### src/rtl/inv_shift_rows_serial.sv
// inv_shift_rows_serial: byte-serial AES InvShiftRows buffer with NUM_BANKS (1 or 2) 16-byte banks.
// Latency: first output byte valid the cycle after input byte 15; 1 byte/cycle sustained with 2 banks.
// Backpressure: out_ready low holds out_valid/out_data; in_ready low while the write bank is FULL.
// Optional: define ISR_MODE_SEL_EN to add a per-block mode input (0 = inverse, 1 = forward ShiftRows).
module inv_shift_rows_serial #(
  parameter int NUM_BANKS = 2
) (
  input  logic       clk,
  input  logic       rst,
`ifdef ISR_MODE_SEL_EN
  input  logic       mode,
`endif
  input  logic       in_valid,
  output logic       in_ready,
  input  logic [7:0] in_data,
  output logic       out_valid,
  input  logic       out_ready,
  output logic [7:0] out_data,
  output logic       out_last
);

  typedef enum logic [1:0] {
    EMPTY   = 2'd0,
    FILLING = 2'd1,
    FULL    = 2'd2
  } bank_st_t;

  bank_st_t   bank_st     [NUM_BANKS];
  bank_st_t   bank_st_nxt [NUM_BANKS];
  logic [7:0] mem         [NUM_BANKS][16];

  logic [3:0] wr_idx;
  logic [3:0] rd_idx;
  logic       wr_bank;
  logic       rd_bank;
  logic       wr_fire;
  logic       rd_fire;
  logic       rd_fwd;
  logic [1:0] rd_row;
  logic [1:0] rd_col;
  logic [1:0] src_col;
  logic [3:0] src_idx;

  // Handshakes depend only on registered bank state, never on the opposite valid/ready.
  always_comb begin
    in_ready  = (bank_st[wr_bank] != FULL);
    out_valid = (bank_st[rd_bank] == FULL);
    wr_fire   = in_valid & in_ready;
    rd_fire   = out_valid & out_ready;
  end

  // Per-bank next state; a write-complete and a read-complete on different banks both apply.
  always_comb begin
    for (int b = 0; b < NUM_BANKS; b++) begin
      bank_st_nxt[b] = bank_st[b];
      if (wr_fire && (wr_bank == 1'(b)))
        bank_st_nxt[b] = (wr_idx == 4'd15) ? FULL : FILLING;
      if (rd_fire && (rd_bank == 1'(b)) && (rd_idx == 4'd15))
        bank_st_nxt[b] = EMPTY;
    end
  end

  // Bank state registers.
  always_ff @(posedge clk) begin
    for (int b = 0; b < NUM_BANKS; b++) begin
      if (rst) bank_st[b] <= EMPTY;
      else     bank_st[b] <= bank_st_nxt[b];
    end
  end

  // Write/read byte pointers; each wraps after byte 15 and moves to the other bank when there is one.
  always_ff @(posedge clk) begin
    if (rst) begin
      wr_idx  <= 4'd0;
      rd_idx  <= 4'd0;
      wr_bank <= 1'b0;
      rd_bank <= 1'b0;
    end else begin
      if (wr_fire) begin
        wr_idx <= wr_idx + 4'd1;
        if ((wr_idx == 4'd15) && (NUM_BANKS == 2)) wr_bank <= ~wr_bank;
      end
      if (rd_fire) begin
        rd_idx <= rd_idx + 4'd1;
        if ((rd_idx == 4'd15) && (NUM_BANKS == 2)) rd_bank <= ~rd_bank;
      end
    end
  end

  // Byte storage in input order; contents are qualified by bank state so no reset is needed.
  always_ff @(posedge clk) begin
    if (wr_fire) mem[wr_bank][wr_idx] <= in_data;
  end

`ifdef ISR_MODE_SEL_EN
  logic bank_mode [NUM_BANKS];

  // Mode is captured with byte 0 so the whole block drains with one mapping.
  always_ff @(posedge clk) begin
    if (rst) begin
      for (int b = 0; b < NUM_BANKS; b++) bank_mode[b] <= 1'b0;
    end else if (wr_fire && (wr_idx == 4'd0)) begin
      bank_mode[wr_bank] <= mode;
    end
  end

  assign rd_fwd = bank_mode[rd_bank];
`else
  assign rd_fwd = 1'b0;
`endif

  // Output byte r+4c reads source column (c-r) mod 4 (inverse) or (c+r) mod 4 (forward).
  always_comb begin
    rd_row   = rd_idx[1:0];
    rd_col   = rd_idx[3:2];
    src_col  = rd_fwd ? (rd_col + rd_row) : (rd_col - rd_row);
    src_idx  = {src_col, rd_row};
    out_data = out_valid ? mem[rd_bank][src_idx] : 8'h00;
    out_last = out_valid & (rd_idx == 4'd15);
  end

endmodule

### config.mk
export PLATFORM = sky130hd
export DESIGN_NAME = inv_shift_rows_serial
export DESIGN_NICKNAME = d
export VERILOG_FILES = /design/src/rtl/inv_shift_rows_serial.sv
export SDC_FILE = /design/constraint.sdc
export NUM_CORES = 1
export LEC_CHECK = 0
export ABC_AREA = 0
export CORE_ASPECT_RATIO = 1.4
export CORE_MARGIN = 2
export CORE_UTILIZATION = 55
export DETAILED_ROUTE_END_ITERATION = 6
export PLACE_DENSITY = 0.7
export SLEW_MARGIN = 20
export SYNTH_ARGS = -nofsm -noshare
export SYNTH_HDL_FRONTEND = slang
export SYNTH_SLANG_ARGS = --single-unit
### constraint.sdc
create_clock -name clk -period 3 [get_ports clk]
set_input_delay 0.6 -clock clk [delete_from_list [all_inputs] [get_ports clk]]
set_output_delay 0.6 -clock clk [all_outputs]
set_load 0.02 [all_outputs]
==> results of run 1 <==
[Yosys cell counts (4+ instances only)]
cell       instances  area share [%]
nor2_1            46             1.6
buf_6              4            0.41
nor3_1             6            0.28
a221oi_1          11            0.88
mux4_2            29             6.0
mux2i_1           60             5.5
or3_1              6            0.34
nand2_1           10            0.34
o2111ai_1          5            0.40
inv_1             10            0.34
a221o_1            5            0.46
buf_2              4            0.18
a21oi_1            8            0.37
nor2b_1            7            0.40
a22oi_1           19             1.3
a2bb2oi_1          5            0.40
ha_1               8            0.92
nand3_1            8            0.37
buf_4              6            0.41
xnor2_1            5            0.40
clkbuf_1          16            0.55
edfxtp_1         260              72
mux4_1             5             1.2
dfxtp_1           12             2.2
and3_1             5            0.29
[cells in the final DEF, fill, tap and decap left out, types with 4 or more instances in the layout]
master / netlist / layout
a21oi_1: 8 / 8
a221o_1: 5 / 5
a221oi_2: 0 / 7
a22oi_1: 19 / 14
a22oi_2: 0 / 5
a2bb2oi_2: 0 / 4
buf_12: 1 / 7
buf_4: 6 / 95
buf_6: 4 / 6
bufinv_16: 0 / 4
clkbuf_1: 16 / 9
clkbuf_16: 0 / 25
clkdlybuf4s50_1: 0 / 13
dfxtp_1: 12 / 8
edfxtp_1: 260 / 260
ha_1: 8 / 7
inv_1: 10 / 9
mux2i_1: 60 / 59
mux4_2: 29 / 31
nand2_1: 10 / 10
nand3_1: 8 / 7
nor2_1: 46 / 43
nor2b_1: 7 / 7
nor3_1: 6 / 6
o2111ai_1: 5 / 4
or3_1: 6 / 6
xnor2_1: 5 / 5
[worst max-delay path, stage by stage (launching register included)]
cell	delay [ps]
dfxtp_4	410
buf_8	150
buf_4	130
mux4_2	530
nand2b_4	170
a221oi_4	310
a31oi_2	90
buf_4	180
[layer usage]
metal | vias to the layer above | wire length, um | part of all wire [%] | track usage [%]
li1 | 2665 | - | - | -
met1 | 3146 | 9500 | 37 | 31.3
met2 | 274 | 13400 | 53 | 43.6
met3 | 58 | 1800 | 7.1 | 3.93
met4 | 0 | 752 | 3.0 | 8.30
met5 | - | 0 | 0 | 0
[state kept, by name, indices dropped and copies added, names as in the netlist, named ones only]
signal   flops
wr_bank      1
rd_idx       4
bank_st      4
mem        256
wr_idx       4
rd_bank      1
[timing repair]
| action | 4_1_cts | 5_1_grt |
|---|---|---|
| gates resized for setup | 82 | 17 |
| gates cloned | 0 | 0 |
| pin swaps | 11 | 2 |
| buffers inserted | 10 | 0 |
| hold buffers | 0 | 0 |
| endpoints found under the setup margin | 10 | 9 |
[layout make-up]
class	count	share of cell area (%)
well taps	252	2.39
inverters	10	0.284
clock inverters	8	1.11
clock buffers	34	4.99
flip-flops and latches	272	61.0
multi-input cells	287	21.8
repair buffers	127	8.46
[power groups by stage]
| stage | Combinational, W | Clock, W | Sequential (W) |
|---|---|---|---|
| 6_report | 0.000373 | 0.00319 | 0.00419 |
| 4_1_cts | 0.000354 | 0.00322 | 0.00419 |
| 3_3_place_gp | 0.000322 | 0 | 0.00427 |
| 3_5_place_dp | 0.000330 | 0 | 0.00428 |
| 5_1_grt | 0.000394 | 0.00335 | 0.00419 |
| 2_1_floorplan | 0.000140 | 0 | 0.00427 |
[kinds of logic after synthesis]
logic type / count (synthesis) / share of synthesized area (%)
buf+inv: 41 / 2.09
xor+xnor: 9 / 0.791
flops: 272 / 73.7
fa+ha+maj: 8 / 0.917
simple gates: 102 / 4.47
mux: 96 / 12.9
compound gates: 72 / 5.09
[per-stage QoR]
| step | power (W) | area (sq um) |
|---|---|---|
| global route | 0.00794 | 13200 |
| global placement | 0.00459 | 12100 |
| floorplan | 0.00441 | 10900 |
| finish | 0.00776 | 13200 |
| detailed placement | 0.00461 | 12100 |
| CTS | 0.00776 | 13100 |
[worst paths after layout]
path / start / end / slack, ps / cells past startpoint
max: flop / out_data[7] / -100 / 7
min: wr_idx[1] / wr_idx[1] / 530 / 2
max reg2reg: bank_st[0][0] / mem[1][121] / 790 / 5
min reg2reg: wr_idx[1] / wr_idx[1] / 530 / 2
==> flow_summary.ini, run 1 <==
[flow_run]
drv_cap = 0

[synth]
ys_warn_count = 0
ys_seq_area_share_pct = 73.7
synth_edf_count = 260
synthArstFlopShare_pct = 0
synth_fp_nets = 620
synthCells = 600
synth-main-ff-cell = edfxtp_1
yosys_register_bits = 272
syn_area_sq_um = 10900
avgSynthCellArea_sq_um = 18.2
synth_cell_type_count = 48

[worst_setup_path]
cp-end-kind = output port
cp-start-kind = flop
arrival_ps = 2500
cp.required_ps = 2400
crit_fanout = 6
crit_type = flop to output port

[clock_tree]
h-tree-depth = 1
cts_sinks = 272
cts_max_path_buffers = 3
worstSkewPairLatency_ps = 520
cts_tree = built
path_clk_slew_ps = 60
numCtsBuffers = 25
cts_root_buf = clkbuf_16

[global_route]
grt_usage_pct = 24.8
antenna_found_initial = 0
grt_max_degree = 33
grt_overflow = 0
grt_pass1_vias = 6293
grt_pass1_wl_mm = 37.5

[placement]
dp.final_hpwl_mm = 16.5
dp.cells = 940
gp_congestion = 0.809
pre_cts_slack_ps = -164
portBuffers = 22

[sta]
hold_viol = 0
relSlewSlack_pct = 60.5
rsz0062_at_grt = true
post-route-min-period_ps = 3100
fmax_mhz = 322
final-setup-viol-count = 8
report.final.slew_viol_count = 0
skew_ps = 8.43
fin_crit_sh_pct = 103
whs_ps = 525
setup_slack_ps = -102
tns_ps = -415
tightest_slew_ps = 591

[floorplanning]
design.core.area_sq_um = 19700
die-area_sq_um = 21000
die_w_um = 123
initial_core_util_pct = 55.4
rows = 61
pin_count = 23
die_y_um = 171

[power_and_ir_drop]
leakagePower_nw = 4.28
combPwrFrac_pct = 4.8
p_seq_share_pct = 54.1
swShare_pct = 20.0
clkPwrFrac_pct = 41.1
pwr_density_cell_nw_per_um2 = 587
internal_power_w = 0.00621
p_switching_w = 0.00155
peakVddDrop_mv = 0.485

[final_layout]
antenna_cells = 0
final_core_util_pct = 67.1
fin_nets = 743
fillers = 1310
multi_input_area_sq_um = 2870
regArea_sq_um = 8060
area_growth_pct = 21.0
drive_above_1_share_pct = 30.2
finalNonFillerCells = 990

[route]
firstDrtPassIters = 5
routed_via_density = 6.21
drc_errors = 0
vias = 6143
initialDrtViolationCount = 713
wl_mm = 25.4
route.antenna.remaining_nets = 0
wire_per_inst_um = 25.7

[run_status]
violations = setup timing
run_status = finished, violations left

[worst_hold_path]
hold_path.class = flop to flop
Power figures use the tool's default switching activity.
==> inputs of run 2 (changes only) <==
--- a/config.mk
+++ b/config.mk
@@ -6,6 +6,7 @@
 export NUM_CORES = 1
 export LEC_CHECK = 0
 export ABC_AREA = 0
+export CAP_MARGIN = 30
 export CORE_ASPECT_RATIO = 1.4
 export CORE_MARGIN = 2
 export CORE_UTILIZATION = 55
==> results of run 2 <==
Same layout as run 1: the final DEF is identical, and so are final timing and power.
==> inputs of run 3 (changes only) <==
--- a/config.mk
+++ b/config.mk
@@ -9,9 +9,10 @@
 export CAP_MARGIN = 30
 export CORE_ASPECT_RATIO = 1.4
 export CORE_MARGIN = 2
-export CORE_UTILIZATION = 55
+export CORE_UTILIZATION = 35
 export DETAILED_ROUTE_END_ITERATION = 6
-export PLACE_DENSITY = 0.7
+export DONT_BUFFER_PORTS = 1
+export PLACE_DENSITY = 0.49
 export SLEW_MARGIN = 20
 export SYNTH_ARGS = -nofsm -noshare
 export SYNTH_HDL_FRONTEND = slang
==> constraint.sdc (replaced) <==
create_clock -name clk -period 2.76 [get_ports clk]
set_input_delay 0.552 -clock clk [delete_from_list [all_inputs] [get_ports clk]]
set_output_delay 0.552 -clock clk [all_outputs]
set_load 0.02 [all_outputs]
==> run 3 against run 2 <==
Compared with the run above: the flow still finishes with violations (setup timing); wire length up 2.6%; hold slack worse by 450 ps; utilization is 25 points lower; flip-flop and latch count unchanged; clock skew is 3.6 ps higher; final area fell by 2.2%.
==> flow_summary.ini, run 3 (same netlist as run 1, synthesis figures left out) <==
[worst_hold_path]
worst_hold_path.endpoint = rd_idx[2]
min_path_cells = 1
hold_path.class = input port to flop
hold_start = rst

[final_layout]
area_growth_pct = 18.4
largest_reg_flops = 256
finalNonFillerCells = 1073
fin_nets = 691
drive_above_1_share_pct = 26.6
final_common_cell = edfxtp_1
mostFrequentLayoutCells = 260 x edfxtp_1, 60 x mux2i_1, 60 x buf_4, 43 x nor2_1, 32 x mux4_2
top_register = mem
antenna_cells = 0

[clock_tree]
cts_sinks = 272
h-tree-depth = 1
cts_max_path_buffers = 3
cts_tree = built
ctsHoldBuffers = 0
cts_root_buf = clkbuf_16
path_clk_slew_ps = 70
numCtsBuffers = 25
worstSkewPairLatency_ps = 530

[floorplanning]
pin_count = 23
rows = 76
initial_core_util_pct = 35.5
die-area_sq_um = 32600
design.core.area_sq_um = 30700
die_y_um = 213
die_w_um = 153

[flow_run]
drv_cap = 0

[worst_setup_path]
cp-end-kind = output port
crit_chain = buf_4 > buf_16 > nor3b_2 > nor2_1 > or2_4 > o32ai_2 > buf_4
slowest_delay_ps = 400
arrival_ps = 2490
cp-start-kind = flop
ff2ff_setup_slack_ps = 240
r2r.worst_path.cells = 4
cp_slowest_cell = dfxtp_4
crit_top_cell = buf_4
worstReg2RegEnd = mem[0][45]
crit_type = flop to output port
crit_fanout = 13
cp.required_ps = 2210
worstReg2RegStart = bank_st[0][1]

[sta]
tns_ps = -2020
skew_ps = 12.0
tightest_slew_ps = 1010
rsz0062_at_grt = true
relSlewSlack_pct = 32.5
hold_viol = 0
fmax_mhz = 329
setup_slack_ps = -280
report.final.slew_viol_count = 0
final-setup-viol-count = 8
post-route-min-period_ps = 3040
fin_crit_sh_pct = 110

[placement]
dp.cells = 1024
dp.final_hpwl_mm = 17.4
portBuffers = 0
gp_congestion = 0.835

[power_and_ir_drop]
p_switching_w = 0.00160
leakagePower_nw = 4.00
combPwrFrac_pct = 3.6
internal_power_w = 0.00669
pwr_density_cell_nw_per_um2 = 642
swShare_pct = 19.3
clkPwrFrac_pct = 41.4
peakVddDrop_mv = 0.464
total_power_w = 0.00829
p_seq_share_pct = 55.0

[global_route]
use_met1_pct = 20.2
gr-usage-met2_pct = 28.0
grt_max_degree = 33
grt_pass1_wl_mm = 38.4
busiest_layer = met2
grtUsageMet3_pct = 2.86
grt_overflow = 0
grt_pass1_vias = 5897
antenna_found_initial = 0
grt_usage_pct = 16.0

[route]
route.antenna.remaining_nets = 0
initialDrtViolationCount = 363
routed_via_density = 5.30
firstDrtPassIters = 5
vias = 5690
wire_per_inst_um = 24.3
wl_mm = 26.1
drc_errors = 0

[run_status]
run_status = finished, violations left
violations = setup timing
run 3: metrics by stage:
step	instance area, sq um	hold WS [ps]	setup WS, ps	utilization, %
after floorplan	10900	477	136	-
after global placement	11800	492	44.0	38.3
after detailed placement	11800	501	56.7	38.3
after CTS	12900	67.8	-321	41.9
after global routing	12900	63.7	-372	42.1
final	12900	78.0	-280	42.1
run 3: repair_timing:
action | in CTS | in global routing
setup buffers | 6 | 2
setup endpoints to repair | 8 | 8
gates cloned | 1 | 0
pin swaps | 8 | 1
resized for setup | 48 | 8
run 3: layout make-up:
| cell class | instances | area [sq um] |
|---|---|---|
| multi-input cells | 287 | 2860 |
| clock buffers | 29 | 641 |
| fillers | 2711 | 17800 |
| flip-flops and latches | 272 | 8050 |
| clock inverters | 10 | 148 |
| well taps | 390 | 488 |
| repair buffers | 75 | 696 |
| inverters | 10 | 37.5 |
run 3: power groups by stage:
stage               combinational [W]  sequential, W  clock [W]
global route                 0.000320        0.00456    0.00363
global placement             0.000257        0.00465          0
detailed placement           0.000259        0.00465          0
CTS                          0.000295        0.00456    0.00349
finish                       0.000299        0.00456    0.00343
floorplan                    0.000152        0.00464          0
run 3: worst max path at each step:
| stage | end | slack, ps | depth (start not counted) |
|---|---|---|---|
| floorplan | out_data[1] | 140 | 7 |
| global placement | out_data[3] | 40 | 6 |
| detailed placement | out_data[1] | 60 | 8 |
| CTS | out_data[6] | -320 | 7 |
| global route | out_data[4] | -370 | 7 |
| finish | out_data[4] | -280 | 7 |
run 3: worst max-delay path, delay by kind of cell, from the launching register on:
kind | cells | cell delay [ps]
compound gates | 1 | 340
buf+inv | 3 | 530
flops | 1 | 400
simple gates | 3 | 690
run 3: routing by layer:
| layer | vias up | routed length [um] | share of wire (%) |
|---|---|---|---|
| met3 | 47 | 1200 | 4.6 |
| met1 | 2964 | 10800 | 41 |
| met5 | - | 0 | 0 |
| met2 | 121 | 13300 | 51 |
| met4 | 0 | 777 | 3.0 |
| li1 | 2558 | - | - |
